`src/rtl/frame_pacer.sv`:
```
// frame_pacer: rational-rate frame trigger paced from the PPU pixel clock.
// Optional per-line pulses are built when FRAME_PACER_LINE_EN is defined.
module frame_pacer #(
    parameter int PERIOD_NUM = 179025,
    parameter int PERIOD_DEN = 2,
    parameter int LINES      = 525,
    parameter int LATENCY    = 4,
    parameter int CNT_W      = 18
) (
    input  logic             clk_p,
    input  logic             rst_p,
    input  logic             en,
    input  logic             nudge_req,
    input  logic             nudge_dir,
    output logic             nudge_ack,
    output logic             new_frame,
    output logic             frame_end,
    output logic             frame_long,
    output logic [CNT_W-1:0] pcnt,
    output logic             new_line,
    output logic [9:0]       line_idx
);

    localparam int BASE = PERIOD_NUM / PERIOD_DEN;
    localparam int REM  = PERIOD_NUM % PERIOD_DEN;
    localparam int FAW  = (PERIOD_DEN > 1) ? $clog2(2 * PERIOD_DEN) : 1;

    localparam logic [FAW-1:0]   F_DEN  = FAW'(PERIOD_DEN);
    localparam logic [FAW-1:0]   F_REM  = FAW'(REM);
    localparam logic [CNT_W-1:0] C_ONE  = CNT_W'(1);
    localparam logic [CNT_W-1:0] C_BASE = CNT_W'(BASE);
    localparam logic [CNT_W-1:0] C_LAT  = CNT_W'(LATENCY);
    localparam logic             LONG0  = (REM >= PERIOD_DEN);

    if (LATENCY < 1 || LATENCY > BASE - 2 || BASE + 2 >= 2 ** CNT_W ||
        LINES < 1 || LINES > 1024) begin : g_param_err
        $error("frame_pacer: illegal parameter set");
    end

    logic [CNT_W-1:0] pcnt_q;
    logic [CNT_W-1:0] len_q;
    logic [CNT_W-1:0] len_d;
    logic [CNT_W-1:0] blen;
    logic [FAW-1:0]   facc_q;
    logic [FAW-1:0]   facc_d;
    logic [FAW-1:0]   fsum;
    logic             long_q;
    logic             long_d;
    logic             pending_q;
    logic             pdir_q;
    logic             roll;

    // Length of the frame that starts at the coming rollover.
    always_comb begin
        fsum   = facc_q + F_REM;
        facc_d = (fsum >= F_DEN) ? fsum - F_DEN : fsum;
        long_d = ((facc_d + F_REM) >= F_DEN);
        blen   = C_BASE + {{(CNT_W-1){1'b0}}, long_d};
        len_d  = blen;
        if (pending_q) begin
            len_d = pdir_q ? blen + C_ONE : blen - C_ONE;
        end
    end

    assign roll = en && (pcnt_q == len_q - C_ONE);

    always_ff @(posedge clk_p) begin
        if (rst_p) begin
            pcnt_q    <= '0;
            facc_q    <= '0;
            long_q    <= LONG0;
            len_q     <= C_BASE + {{(CNT_W-1){1'b0}}, LONG0};
            pending_q <= 1'b0;
            pdir_q    <= 1'b0;
        end else if (en) begin
            if (roll) begin
                pcnt_q <= '0;
                facc_q <= facc_d;
                long_q <= long_d;
                len_q  <= len_d;
            end else begin
                pcnt_q <= pcnt_q + C_ONE;
            end
            if (!pending_q && nudge_req) begin
                pending_q <= 1'b1;
                pdir_q    <= nudge_dir;
            end else if (pending_q && roll) begin
                pending_q <= 1'b0;
            end
        end
    end

    assign pcnt       = pcnt_q;
    assign frame_end  = roll;
    assign new_frame  = en && (pcnt_q == len_q - C_LAT);
    assign frame_long = long_q;
    assign nudge_ack  = roll && pending_q;

`ifdef FRAME_PACER_LINE_EN
    localparam int DL    = PERIOD_DEN * LINES;
    localparam int LBASE = PERIOD_NUM / DL;
    localparam int LREM  = PERIOD_NUM % DL;
    localparam int LAW   = (DL > 1) ? $clog2(2 * DL) : 1;

    localparam logic [LAW-1:0]   L_DL    = LAW'(DL);
    localparam logic [LAW-1:0]   L_REM   = LAW'(LREM);
    localparam logic [CNT_W-1:0] C_LBASE = CNT_W'(LBASE);
    localparam logic [9:0]       LAST    = 10'(LINES - 1);

    logic [LAW-1:0]   lacc_q;
    logic [LAW-1:0]   lsum;
    logic [CNT_W-1:0] lcnt_q;
    logic [CNT_W-1:0] llen;
    logic [9:0]       lidx_q;
    logic             lextra;
    logic             lbound;

    // The last line has no boundary of its own; rollover closes it.
    always_comb begin
        lsum   = lacc_q + L_REM;
        lextra = (lsum >= L_DL);
        llen   = C_LBASE + {{(CNT_W-1){1'b0}}, lextra};
        lbound = (lcnt_q == llen - C_ONE) && (lidx_q != LAST);
    end

    always_ff @(posedge clk_p) begin
        if (rst_p) begin
            lacc_q <= '0;
            lcnt_q <= '0;
            lidx_q <= '0;
        end else if (en) begin
            if (roll) begin
                lacc_q <= '0;
                lcnt_q <= '0;
                lidx_q <= '0;
            end else if (lbound) begin
                lacc_q <= lextra ? lsum - L_DL : lsum;
                lcnt_q <= '0;
                lidx_q <= lidx_q + 10'd1;
            end else begin
                lcnt_q <= lcnt_q + C_ONE;
            end
        end
    end

    assign new_line = en && (lcnt_q == '0);
    assign line_idx = lidx_q;
`else
    assign new_line = 1'b0;
    assign line_idx = '0;
`endif

endmodule

```
`config.mk`:
```
export PLATFORM = sky130hd
export DESIGN_NAME = frame_pacer
export DESIGN_NICKNAME = d
export VERILOG_FILES = /design/src/rtl/frame_pacer.sv
export SDC_FILE = /design/constraint.sdc
export NUM_CORES = 1
export LEC_CHECK = 0
export ABC_AREA = 1
export CORE_MARGIN = 10
export CORE_UTILIZATION = 40
export CTS_CLUSTER_DIAMETER = 100
export DETAILED_ROUTE_END_ITERATION = 8
export GPL_TIMING_DRIVEN = 0
export MAX_ROUTING_LAYER = met4
export PLACE_DENSITY = 0.65
export SYNTH_ARGS = -nofsm -noshare
export SYNTH_HDL_FRONTEND = slang
export SYNTH_SLANG_ARGS = --single-unit
```
`constraint.sdc`:
```
create_clock -name clk_p -period 2.45 [get_ports clk_p]
set_clock_uncertainty 0.15 [all_clocks]
set_input_delay 0.245 -clock clk_p [delete_from_list [all_inputs] [get_ports clk_p]]
set_output_delay 0.245 -clock clk_p [all_outputs]
set_load 0.03 [all_outputs]
```
==> out/qor.csv <==
metric,value,unit
status,"complete, no violations",
Nets,331,
worst path arrival time,1.95,ns
Max Slew Vio Count,0,
Max Fclk,0.4264,GHz
"Clk Latency, worst-skew pair",0.28,ns
Hold Path Class,reg -> reg,
most frequent cells in the layout,"nand2_1 (70), inv_1 (33), nor2_1 (31)",
measured slew at the worst slew-check pin,0.5424,ns
IO buf count,26,
Rel. slew slack,63.84,%
drt drc,0,
combinational fraction of design power,11.9,%
CTS tree,built,
Pint,595.8,uW
CP endpoint kind,output pin,
Fin Setup TNS,0,ns
synthesis warning total,0,
fraction of layout cells with a size suffix above 1,16.09,%
Clk pwr share,32.7,%
CTS sink count,27,
die area,7613,sq um
critical path startpoint category,flip-flop,
crit-path leading delay family,simple AND/OR/NAND/NOR gates,
Routed Antenna Nets,0,
Die Y,87.26,microns
register area share after synthesis,29.88,%
clock root buffer,clkbuf_8,
WL/cell,11.55,microns
main area contributors after synthesis,"dfxtp_1 (30%), nand2_1 (15%), inv_1 (7.1%)",
WS Path Type,reg -> out,
Yosys cell types,28,
Final setup viols,0,
antenna cells,0,
Avg Inst Size Synth,6.652,sq um
clock transition at the registers of the reported paths,0.09,ns
Max Cap Viol,0,
row cnt,24,
hold_ws,0.3265,ns
Seq pwr share,55.4,%
Fin. Hold Viols,0,
Synth Register Bits,27,
top cell type's share of synthesized area,29.88,%
"Period Utilization, post-route",95.73,%
PD cells,358.6,nW/um^2
CP Max Fanout,4,
switching power,220.5,uW
leading area contributor after synthesis,dfxtp_1,
HPWL Detailed,3.323,mm
largest net degree at the start of global routing,17,
Tmin final,2.345,ns
core area,4354,sq um
DRT Pass-1 Iters,4,
Initial Util,41.55,%
first-pass GRT wire length,7.079,mm
clk buf depth,2,
"leading cell type in the layout, fill and taps excluded",nand2_1,
Die X,87.26,microns
area growth from synthesis to layout,25.80,%
Critical path buffers and inverters,3,
via/cell ratio,4.588,
initial antenna violation count,0,
static leakage,0.0009513,uW
Num CTS Buffers,3,
Overall Global Routing Usage,11.57,%
Critical Path RT,2.06,ns
Syn Inst Count,272,
synthesized area,1809,sq um
Congestion Overflow GR,0,
Max VDD drop,0.1665,mV
total vias in the final route,1693,
Worst path max stage delay,0.38,ns
DR iter-0 viols,72,
Routed WL,4.262,mm
vias in the first global route,1548,
"Cell Chain, Critical Path",inv_1 > ha_4 > inv_1 > nand2_1 > nand2_1 > nor2_1 > nand3_1 > nor2_4 > nand3_4 > nor2_4 > buf_6,
I/O pin cnt,38,
GP Congestion,0.8441,
sw frac,27.01,%
hold buffers post-CTS,0,
Layout Utilization,52.27,%
H-tree depth,1,
CP max-delay cell,dfxtp_2,
## Yosys cell counts
library cell  number
buf_4             12
clkinv_1           1
ha_1               8
nor2_2            12
nand4_1            8
nand3_1           24
o21bai_1           2
buf_12             1
clkbuf_1           1
nor2_4             2
inv_1             34
o221ai_1           1
buf_2              2
xor2_1             9
nand3_2            1
dfxtp_1           27
nand3_4            1
a21oi_1            4
a211oi_1           1
o21ai_0            8
nand2_1           70
nor2_1            31
conb_1             1
inv_2              1
xnor2_1            1
a31oi_1            1
nor3_1             7
nand2_4            1
## layer usage
metal	up-vias	GRT usage [%]	part of all wire (%)
met2	23	17.59	42
met5	-	-	0
met3	5	1.592	3.4
met4	0	4.348	1.6
met1	739	15.12	53
li1	926	-	-
## what timing repair did
action	in CTS	in global routing
pin swaps	1	3
endpoints found under the setup margin	3	3
setup buffers	2	3
endpoints found under the hold margin	0	0
resized for setup	14	14
## power groups by stage
stage	Clock (uW)	Sequential (uW)	Combinational [uW]
after CTS	278	452	96.6
after floorplan	0	465	69.4
after global placement	0	462	95.8
after global routing	289	453	106
final	267	452	97.1
after detailed placement	0	462	96.3
## tightest hold or removal path, stage by stage, from the launching register on
cell,delay (ns)
dfxtp_1,0.34
nor2_1,0.05
nor2_1,0.07
## flip-flops by register name, summed over array words and instances, names as in the netlist
register / cells
facc_q: 2
len_q: 4
pdir_q: 1
pcnt: 18
frame_long: 1
pending_q: 1
## per-stage QoR
step / worst slack, ns / cell area [sq um] / std cells / power [uW]
6_report: 0.1047 / 2276 / 369 / 816.3
3_3_place_gp: -0.2874 / 2172 / 360 / 557.9
4_1_cts: 0.01822 / 2227 / 366 / 826.5
5_1_grt: -0.01143 / 2276 / 369 / 848.2
2_1_floorplan: 0.3438 / 1847 / 282 / 534.7
3_5_place_dp: -0.2874 / 2172 / 360 / 558.6
## final timing paths
kind	startpoint	end	slack, ns	cells after the start
min	facc_q[1]	facc_q[1]	0.33	2
max reg2reg	len_q[1]	pcnt[16]	0.37	13
max	len_q[1]	nudge_ack	0.10	11
min reg2reg	facc_q[1]	facc_q[1]	0.33	2
## area by class of cell
type	instances	area, sq um
fill	448	2078
clock buffer	3	41.29
inverter	36	135.1
buffer	16	123.9
sequential	27	544.3
clock inverter	1	7.507
tap	52	65.06
multi-input combinational	203	1065
timing repair buffer	31	294.0
## kinds of logic (layout without fill, tap and decap cells)
family | Yosys count | count (layout) | share of synthesized area (%)
buf+inv | 52 | 87 | 14.31
simple gates | 157 | 157 | 39.83
flops | 27 | 27 | 29.88
other cells | 1 | 11 | 0.2073
fa+ha+maj | 8 | 8 | 5.533
xor+xnor | 10 | 10 | 4.841
compound gates | 17 | 17 | 5.395
(Power assumes the default switching activity.)
